`src/rtl/k12a_uart_io.sv`:
```
// k12a I/O-bus responder: 8N1 UART with TX/RX FIFOs, status/control/divisor
// registers and a registered wake level that releases the core from HALT.
module k12a_uart_io #(
  parameter int          FIFO_DEPTH  = 4,
  parameter logic [7:0]  DEFAULT_DIV = 8'd3
) (
  input  logic       clock,
  input  logic       reset,
  input  logic [2:0] io_addr,
  input  logic       io_load_n,
  input  logic       io_store_n,
  input  logic [7:0] data_in,
  output logic [7:0] data_out,
  output logic       data_out_en,
  input  logic       rxd,
  output logic       txd,
  output logic       wake,
  output logic [1:0] o_dbg_tx_state,
  output logic [1:0] o_dbg_rx_state
);

  localparam int AW = $clog2(FIFO_DEPTH);

  typedef enum logic [1:0] {ST_IDLE, ST_START, ST_DATA, ST_STOP} uart_state_t;

  // Bus protocol: each strobe is a one-cycle request that is always accepted
  // (no back-pressure). A store wins over a simultaneous load's pop.
  logic w_store, w_load;
  logic w_wr_tx, w_wr_stat, w_wr_ctrl, w_wr_div;
  assign w_store   = ~io_store_n;
  assign w_load    = ~io_load_n & io_store_n;
  assign w_wr_tx   = w_store && (io_addr == 3'd0);
  assign w_wr_stat = w_store && (io_addr == 3'd2);
  assign w_wr_ctrl = w_store && (io_addr == 3'd3);
  assign w_wr_div  = w_store && (io_addr == 3'd4);

  logic [7:0] r_div;
  logic [1:0] r_ctrl;
  logic       r_overrun, r_frame_err, r_wake;

  // ---------------- TX path ----------------
  uart_state_t r_tx_state;
  logic [7:0]  r_tx_mem [FIFO_DEPTH];
  logic [AW:0] r_tx_wp, r_tx_rp;
  logic [7:0]  r_tx_sh, r_tx_cnt, r_tx_div;
  logic [2:0]  r_tx_bit;
  logic        r_txd;
  logic        w_tx_empty, w_tx_full, w_tx_pop, w_tx_push, w_tx_idle;

  assign w_tx_empty = (r_tx_wp == r_tx_rp);
  assign w_tx_full  = (r_tx_wp[AW] != r_tx_rp[AW]) && (r_tx_wp[AW-1:0] == r_tx_rp[AW-1:0]);
  assign w_tx_pop   = ~w_tx_empty && ((r_tx_state == ST_IDLE) ||
                      ((r_tx_state == ST_STOP) && (r_tx_cnt == r_tx_div)));
  assign w_tx_push  = w_wr_tx && (~w_tx_full || w_tx_pop);
  assign w_tx_idle  = w_tx_empty && (r_tx_state == ST_IDLE);

  always_ff @(posedge clock) begin
    if (w_tx_push) r_tx_mem[r_tx_wp[AW-1:0]] <= data_in;
  end

  always_ff @(posedge clock) begin
    if (reset) begin
      r_tx_state <= ST_IDLE;
      r_txd      <= 1'b1;
      r_tx_wp    <= '0;
      r_tx_rp    <= '0;
      r_tx_sh    <= 8'h00;
      r_tx_cnt   <= 8'h00;
      r_tx_div   <= 8'h00;
      r_tx_bit   <= 3'd0;
    end else begin
      if (w_tx_push) r_tx_wp <= r_tx_wp + 1'b1;
      // A pop starts a new frame, either from IDLE or straight out of STOP.
      if (w_tx_pop) begin
        r_tx_rp    <= r_tx_rp + 1'b1;
        r_tx_sh    <= r_tx_mem[r_tx_rp[AW-1:0]];
        r_tx_div   <= r_div;
        r_tx_cnt   <= 8'h00;
        r_tx_state <= ST_START;
        r_txd      <= 1'b0;
      end else begin
        case (r_tx_state)
          ST_START: begin
            if (r_tx_cnt == r_tx_div) begin
              r_tx_cnt   <= 8'h00;
              r_tx_bit   <= 3'd0;
              r_txd      <= r_tx_sh[0];
              r_tx_sh    <= {1'b0, r_tx_sh[7:1]};
              r_tx_state <= ST_DATA;
            end else begin
              r_tx_cnt <= r_tx_cnt + 8'd1;
            end
          end
          ST_DATA: begin
            if (r_tx_cnt == r_tx_div) begin
              r_tx_cnt <= 8'h00;
              if (r_tx_bit == 3'd7) begin
                r_txd      <= 1'b1;
                r_tx_state <= ST_STOP;
              end else begin
                r_tx_bit <= r_tx_bit + 3'd1;
                r_txd    <= r_tx_sh[0];
                r_tx_sh  <= {1'b0, r_tx_sh[7:1]};
              end
            end else begin
              r_tx_cnt <= r_tx_cnt + 8'd1;
            end
          end
          ST_STOP: begin
            if (r_tx_cnt == r_tx_div) r_tx_state <= ST_IDLE;
            else                      r_tx_cnt   <= r_tx_cnt + 8'd1;
          end
          default: ;
        endcase
      end
    end
  end

  // ---------------- RX path ----------------
  uart_state_t r_rx_state;
  logic [7:0]  r_rx_mem [FIFO_DEPTH];
  logic [AW:0] r_rx_wp, r_rx_rp;
  logic [7:0]  r_rx_sh, r_rx_cnt, r_rx_div;
  logic [2:0]  r_rx_bit;
  logic        r_rx_s1, r_rx_s2, r_rx_prev;
  logic        w_rx_empty, w_rx_full, w_rx_fall, w_rx_stop_ev;
  logic        w_rx_good, w_rx_bad, w_rx_pop, w_rx_push, w_ovr_set;
  logic [7:0]  w_rx_half;

  assign w_rx_empty   = (r_rx_wp == r_rx_rp);
  assign w_rx_full    = (r_rx_wp[AW] != r_rx_rp[AW]) && (r_rx_wp[AW-1:0] == r_rx_rp[AW-1:0]);
  assign w_rx_fall    = r_rx_prev & ~r_rx_s2;
  assign w_rx_half    = {1'b0, r_rx_div[7:1]} + {7'b0, r_rx_div[0]};
  assign w_rx_stop_ev = (r_rx_state == ST_STOP) && (r_rx_cnt == r_rx_div);
  assign w_rx_good    = w_rx_stop_ev & r_rx_s2;
  assign w_rx_bad     = w_rx_stop_ev & ~r_rx_s2;
  assign w_rx_pop     = w_load && (io_addr == 3'd1) && ~w_rx_empty;
  assign w_rx_push    = w_rx_good && (~w_rx_full || w_rx_pop);
  assign w_ovr_set    = w_rx_good && w_rx_full && ~w_rx_pop;

  always_ff @(posedge clock) begin
    if (w_rx_push) r_rx_mem[r_rx_wp[AW-1:0]] <= r_rx_sh;
  end

  always_ff @(posedge clock) begin
    if (reset) begin
      r_rx_s1    <= 1'b1;
      r_rx_s2    <= 1'b1;
      r_rx_prev  <= 1'b1;
      r_rx_state <= ST_IDLE;
      r_rx_wp    <= '0;
      r_rx_rp    <= '0;
      r_rx_sh    <= 8'h00;
      r_rx_cnt   <= 8'h00;
      r_rx_div   <= 8'h00;
      r_rx_bit   <= 3'd0;
    end else begin
      r_rx_s1   <= rxd;
      r_rx_s2   <= r_rx_s1;
      r_rx_prev <= r_rx_s2;
      if (w_rx_push) r_rx_wp <= r_rx_wp + 1'b1;
      if (w_rx_pop)  r_rx_rp <= r_rx_rp + 1'b1;
      case (r_rx_state)
        ST_IDLE: begin
          if (w_rx_fall) begin
            r_rx_state <= ST_START;
            r_rx_cnt   <= 8'h00;
            r_rx_div   <= r_div;
          end
        end
        ST_START: begin
          if (r_rx_cnt == w_rx_half) begin
            r_rx_cnt   <= 8'h00;
            r_rx_bit   <= 3'd0;
            r_rx_state <= r_rx_s2 ? ST_IDLE : ST_DATA;
          end else begin
            r_rx_cnt <= r_rx_cnt + 8'd1;
          end
        end
        ST_DATA: begin
          if (r_rx_cnt == r_rx_div) begin
            r_rx_cnt <= 8'h00;
            r_rx_sh  <= {r_rx_s2, r_rx_sh[7:1]};
            if (r_rx_bit == 3'd7) r_rx_state <= ST_STOP;
            else                  r_rx_bit   <= r_rx_bit + 3'd1;
          end else begin
            r_rx_cnt <= r_rx_cnt + 8'd1;
          end
        end
        ST_STOP: begin
          if (r_rx_cnt == r_rx_div) r_rx_state <= ST_IDLE;
          else                      r_rx_cnt   <= r_rx_cnt + 8'd1;
        end
        default: r_rx_state <= ST_IDLE;
      endcase
    end
  end

  // ---------------- registers, flags, wake ----------------
  always_ff @(posedge clock) begin
    if (reset) begin
      r_div       <= DEFAULT_DIV;
      r_ctrl      <= 2'b00;
      r_overrun   <= 1'b0;
      r_frame_err <= 1'b0;
      r_wake      <= 1'b0;
    end else begin
      // Hardware set beats a software clear in the same cycle.
      if (w_ovr_set)                     r_overrun   <= 1'b1;
      else if (w_wr_stat && data_in[3])  r_overrun   <= 1'b0;
      if (w_rx_bad)                      r_frame_err <= 1'b1;
      else if (w_wr_stat && data_in[4])  r_frame_err <= 1'b0;
      if (w_wr_ctrl) r_ctrl <= data_in[1:0];
      if (w_wr_div)  r_div  <= data_in;
      r_wake <= (r_ctrl[0] & ~w_rx_empty) | (r_ctrl[1] & w_tx_idle);
    end
  end

  always_comb begin
    data_out = 8'h00;
    if (!io_load_n) begin
      case (io_addr)
        3'd1:    data_out = w_rx_empty ? 8'h00 : r_rx_mem[r_rx_rp[AW-1:0]];
        3'd2:    data_out = {3'b000, r_frame_err, r_overrun, w_rx_empty, w_tx_idle, w_tx_full};
        3'd3:    data_out = {6'b000000, r_ctrl};
        3'd4:    data_out = r_div;
        default: data_out = 8'h00;
      endcase
    end
  end

  assign data_out_en    = ~io_load_n;
  assign txd            = r_txd;
  assign wake           = r_wake;
  assign o_dbg_tx_state = r_tx_state;
  assign o_dbg_rx_state = r_rx_state;

endmodule

```
`config.mk`:
```
export PLATFORM = sky130hd
export DESIGN_NAME = k12a_uart_io
export DESIGN_NICKNAME = d
export VERILOG_FILES = /design/src/rtl/k12a_uart_io.sv
export SDC_FILE = /design/constraint.sdc
export NUM_CORES = 1
export LEC_CHECK = 0
export BUFFER_PORTS_ARGS = -buffer_cell sky130_fd_sc_hd__buf_4
export CORE_ASPECT_RATIO = 1.2
export CORE_MARGIN = 4
export CORE_UTILIZATION = 39
export DETAILED_ROUTE_END_ITERATION = 12
export PLACE_DENSITY_LB_ADDON = 0.12
export REMOVE_ABC_BUFFERS = 1
export SLEW_MARGIN = 30
export SYNTH_ARGS = -nofsm -noshare
export SYNTH_HDL_FRONTEND = slang
export SYNTH_SLANG_ARGS = --single-unit
```
`constraint.sdc`:
```
create_clock -name clock -period 3.21 [get_ports clock]
set_clock_uncertainty 0.2 [all_clocks]
set_input_delay 0.321 -clock clock [delete_from_list [all_inputs] [get_ports clock]]
set_output_delay 0.321 -clock clock [all_outputs]
set_load 0.01 [all_outputs]
```
Word-level counts from Yosys, hierarchy flattened

Memory sizes are Yosys's and may differ from the RTL's. A register that Yosys moved wholly into a read port is not among the register bits.
Cells that the tools add are included.
Widths: inputs -> output; s select.

Bits in registers: 87
RAM bits: 64
Bits of input ports: 16
Output and inout port bits: 15
Word-level logic and storage cells: 189
Memories: 2

Memories:

| name     | depth | width | rd ports | clocked after Yosys merged registers in | wr ports | RTL line | RTL |
|---|---|---|---|---|---|---|---|
| r_rx_mem | 4     | 8     | 1        | 1                                       | 1        | 121      | `logic [7:0] r_rx_mem [FIFO_DEPTH];` |
| r_tx_mem | 4     | 8     | 1        | 1                                       | 1        | 43       | `logic [7:0] r_tx_mem [FIFO_DEPTH];` |

Add/subtract/negate cells: 9
Equal/unequal tests: 39
Mux-type cells: 54
Bitwise gates (word level): 16
Reduce and logical (&&, ||, !) cells: 45

Operator list:

| kind                | number |
|---|---|
| $mux 8              | 12 |
| $pmux 8 s4          | 2 |
| $pmux 8 s2          | 2 |
| $mux 2              | 14 |
| $eq 8x8->1          | 3 |
| $ne 2x2->1 const B  | 11 |
| $reduce_and 5->1    | 4 |
| $add 3x1->3 const B | 6 |
| $logic_and 1x1->1   | 18 |
| $mux 3              | 6 |
| $add 8x1->8 const B | 2 |
| $mux 1              | 13 |
| $ne 3x3->1 const B  | 4 |
| $pmux 3 s2          | 2 |
| $reduce_bool 2->1   | 5 |
| $eq 3x3->1 const B  | 3 |
| $not 1->1           | 9 |
| $add 7x1->8         | 1 |
| $eq 2x2->1 const B  | 4 |
| $pmux 2 s4          | 1 |
| $reduce_and 2->1    | 4 |
| $reduce_and 4->1    | 2 |
| $and 1x1->1         | 6 |
| $eq 3x2->1 const B  | 2 |
| other kinds (17)    | 27 |

Depth between registers and ports, before layout

Word-level depth: 8
Depth in mapped cells: 9
Gate-level depth less buffers: 8

Worst setup path before layout

No wires, ideal clock.

Kind: reg2reg
From: reg r_rx_cnt[7]
To: mem r_rx_mem[3][0] (enable)
Library setup time: 0.383 ns
Arrival: 1.760 ns
Data required time: 2.627 ns
Slack: 0.867 ns
Stages on the path, launching flop included: 6
Path buffers: 1
Period minus slack after synthesis: 2.343 ns
Path through: dfxtp_1 > clkbuf_1 > xnor2_1 > and4_1 > nand4_1 > nor4b_2

Longest elaborated chain between the ends: 6

RTL lines:

| item                         | RTL line | RTL |
|---|---|---|
| start, declared              | 123      | `logic [7:0] r_rx_sh, r_rx_cnt, r_rx_div;` |
| start signal, assigned       | 177      | `r_rx_cnt <= r_rx_cnt + 8'd1;` |
| start signal, assigned       | 187      | `r_rx_cnt <= r_rx_cnt + 8'd1;` |
| start signal, assigned       | 192      | `else r_rx_cnt <= r_rx_cnt + 8'd1;` |
| $eq 8x8->1                   | 134      | `assign w_rx_stop_ev = (r_rx_state == ST_STOP) && (r_rx_cnt == r_rx_div);` |
| $logic_and 1x1->1            | 134      |  |
| $and 1x1->1                  | 135      | `assign w_rx_good = w_rx_stop_ev & r_rx_s2;` |
| $logic_and 1x1->1            | 138      | `assign w_rx_push = w_rx_good && (~w_rx_full \|\| w_rx_pop);` |
| $mux 1                       | 142      | `if (w_rx_push) r_rx_mem[r_rx_wp[AW-1:0]] <= r_rx_sh;` |
| $mux 1 (implied by the code) | 142      |  |
| end, declared                | 121      |  |

No other way between the ends.

Final worst setup path

From: reg r_rx_wp[1]
To: out data_out[2]

Longest elaborated chain between the ends: 4

RTL lines:

| item                   | RTL line | RTL |
|---|---|---|
| start, declared        | 122      | `logic [AW:0] r_rx_wp, r_rx_rp;` |
| start signal, assigned | 161      | `if (w_rx_push) r_rx_wp <= r_rx_wp + 1'b1;` |
| $eq 3x3->1 (*)         | 130      | `assign w_rx_empty = (r_rx_wp == r_rx_rp);` |
| $mux 8                 | 223      | `3'd1: data_out = w_rx_empty ? 8'h00 : r_rx_mem[r_rx_rp[AW-1:0]];` |
| $pmux 8 s4 (*)         | 222      | `case (io_addr)` |
| $mux 8 (*)             | 221      | `if (!io_load_n) begin` |
| end, declared          | 13       | `output logic [7:0] data_out,` |

Mark *: on every way between the ends. The rest lies on a longest branch, timed or not.

==> out/results.txt <==
Ant. Diodes: 0
Worst-path maximum fanout: 5
Delay of the slowest cell on the worst path: 0.48 ns
Area of the mapped netlist: 7154 um^2
Skew-Pair Late Insertion Delay: 0.42 ns
Placed cells: 903
Pwr per Cell Area: 586.7 nW/um^2
EDFF count, synth: 64
Final Hold Fails: 0
Seq/Total Area, Yosys: 52.33%
Syn avg cell area: 10.58 um^2
Area Growth Syn to Fin: 15.04%
CTS root buf: clkbuf_16
Vias in the first global route: 5122
Total GRT Usage: 15.87%
Clk buf depth: 2
FFs w/ async S/R, synth: 0%
Area leader, netlist: edfxtp_1
Fin Hold WS: 0.1119 ns
CTS tree: yes
Crit path top cell by count: a21oi_1
1st-iter DRT viols: 263
Initial core utilization: 39.51%
DR vias/cell: 5.328
Hold Crit Class: in -> reg
Pwr Total: 4829 uW
Area share of the largest cell type after synthesis: 26.86%
Final TNS setup: 0 ns
Sink Count: 155
Critical path required time: 2.69 ns
Chip Height: 156.4 um
Post-cts repair resize count: 0
Synth Warn #: 0
Cell Count, Final, Fillers Out: 944
Detailed Routing Iterations Pass 1: 4
Fmax: 0.3265 GHz
Final net count: 747
DPL Wire Length: 11510 um
Initial antenna violation count: 0
Period Utilization, post-route: 95.42%
CTS H-tree depth: 4
Maximum vdd drop: 350.2 uV
FF+latch count, synth: 155
Routed wire per std cell: 16.95 um
Port Buffers: 30
DRT Wirelength: 16000 um
Setup crit end kind: primary output
Max cap viols: 0
Total grt overflow: 0
CP Launch Type: flip-flop
Count leader, synth: dfxtp_1
Pins Over Slew Limit: 0
Worst-path clk slew: 0.06 ns
Setup violations, final: 0
Core area: 18110 um^2
Synth Instances: 676
First-pass GRT wire length: 25960 um
Slew @ Worst Pin: 0.7677 ns
Detailed-route via count: 5030
Io pins: 31
Largest net degree at the start of global routing: 42
Synth cell types: 66
Buf/Inv on CP: 1
Die area: 20580 um^2
Gpl congestion: 0.8285
Top post-synthesis cells by area: edfxtp_1 (27%), dfxtp_1 (25%), mux4_2 (5.0%)
Design Area, Final: 8230 um^2
Status: finished, final reports clean
# rows: 54
Fin crit period: 3.063 ns
Synth Flop Type: dfxtp_1
Synth top cells by count: dfxtp_1 (91), nand2_1 (87), nor2_1 (67), edfxtp_1 (64), a21oi_1 (53)
Slew HR: 48.42%
DRC viols: 0
Crit path arrival time: 2.54 ns
Share of layout cells above drive strength 1: 14.72%
Area after DPL: 7579 um^2
Die width: 131.6 um
Reg2reg start: r_tx_cnt[0]
Crit-path cells: xor2_1, or3_1, or3b_2, a21oi_1, a21oi_1, nor2_1, buf_4
Detail Route Antenna Nets: 0
CP Class: reg -> out
RSZ-0062 raised after global routing: false
Worst path top cell family by delay: simple AND/OR/NAND/NOR gates
Crit-path slowest cell: or3b_2
Worst hold start: io_store_n
CTS Buf Count: 17
Lkg Pwr: 0.002990 uW
Crit path from: r_rx_wp[1]
-- cells in the final DEF, fill, tap and decap left out, drive strengths merged, types with 4 or more instances in the layout --
master,netlist,final
nand2,87,87
and4,4,4
edfxtp,64,64
and3,6,6
a211oi,7,7
o21ai,22,22
and2,14,14
xnor2,32,32
o22ai,4,4
ha,24,24
clkinv,0,8
a22oi,9,9
dlygate4sd3,0,9
buf,11,39
nor2,69,69
nand2b,7,7
a21oi,53,53
inv,16,22
mux2i,12,12
xor2,10,10
nand4,6,6
or3,7,7
or2,4,4
mux4,16,16
clkbuf,25,17
nand3,16,16
nor3,10,10
dfxtp,91,91
-- worst reg2reg max path, delay by kind of cell, from the launching register on --
kind | cells | cell delay [ns]
and+or+nand+nor | 2 | 0.79
AOI/OAI and AO/OA | 2 | 0.61
DFF | 1 | 0.43
xor gates and xnor gates | 1 | 0.18
-- metal layers --
| layer | track usage [%] | vias up | part of all wire (%) |
|---|---|---|---|
| met1 | 18.65 | 2452 | 43 |
| met5 | 0 | - | 0 |
| met4 | 5.353 | 0 | 1.6 |
| li1 | - | 2480 | - |
| met2 | 28.70 | 75 | 52 |
| met3 | 3.666 | 23 | 3.0 |
-- stage by stage --
step	worst slack [ns]	util [%]
final	0.1469	45.45
after global routing	0.06112	45.45
after detailed placement	0.6218	41.85
after floorplan	0.9557	-
after global placement	0.6496	41.85
after CTS	0.1464	45.45
-- path summary, 6_finish.rpt --
kind / to / slack [ns] / cells after the start
setup / recovery: data_out[2] / 0.15 / 7
hold / removal: r_overrun / 0.11 / 5
setup reg to reg: r_tx_mem[3][2] / 0.66 / 5
hold reg to reg: r_rx_s2 / 0.21 / 1
-- cells by family (layout without fill, tap and decap cells) --
group	after synthesis	after routing	share of synthesized area, %
multiplexers	31	31	7.188
buffers and inverters	52	96	2.921
adder cells (fa/ha/maj)	24	24	4.197
XOR/XNOR	42	42	5.142
AND/OR/NAND/NOR	247	247	16.95
flip-flops	155	155	52.33
AO/OA/AOI/OAI	125	125	11.28
-- what timing repair did --
item,4_1_cts,5_1_grt
endpoints found under the hold margin,41,0
buffers inserted,0,0
hold buffers,9,0
-- sequential cells by signal, indices dropped and copies added, names as in the netlist, 3 cells and up, named ones only --
signal / flops
r_rx_mem: 32
r_tx_mem: 32
r_div: 8
r_rx_cnt: 8
r_rx_div: 8
r_rx_sh: 8
r_tx_cnt: 8
r_tx_div: 8
r_tx_sh: 8
r_rx_bit: 3
r_rx_rp: 3
r_rx_wp: 3
r_tx_bit: 3
r_tx_rp: 3
r_tx_wp: 3
-- area by class of cell --
cell class / count / area (um^2)
Inverter: 16 / 60.06
Multi-Input combinational cell: 469 / 3202
Clock inverter: 15 / 136.4
Fill cell: 1690 / 9877
Sequential cell: 155 / 3744
Clock buffer: 17 / 425.4
Timing Repair Buffer: 48 / 382.9
Tap cell: 224 / 280.3
-- report_power, final --
group	total [uW]	internal [uW]	leakage (uW)	switching, uW
sequential	2180	2110	0.00132	72.5
combinational	726	288	0.00139	437
clock	1920	1080	0.000281	840
Note: power is estimated with default switching activity, not from simulation.
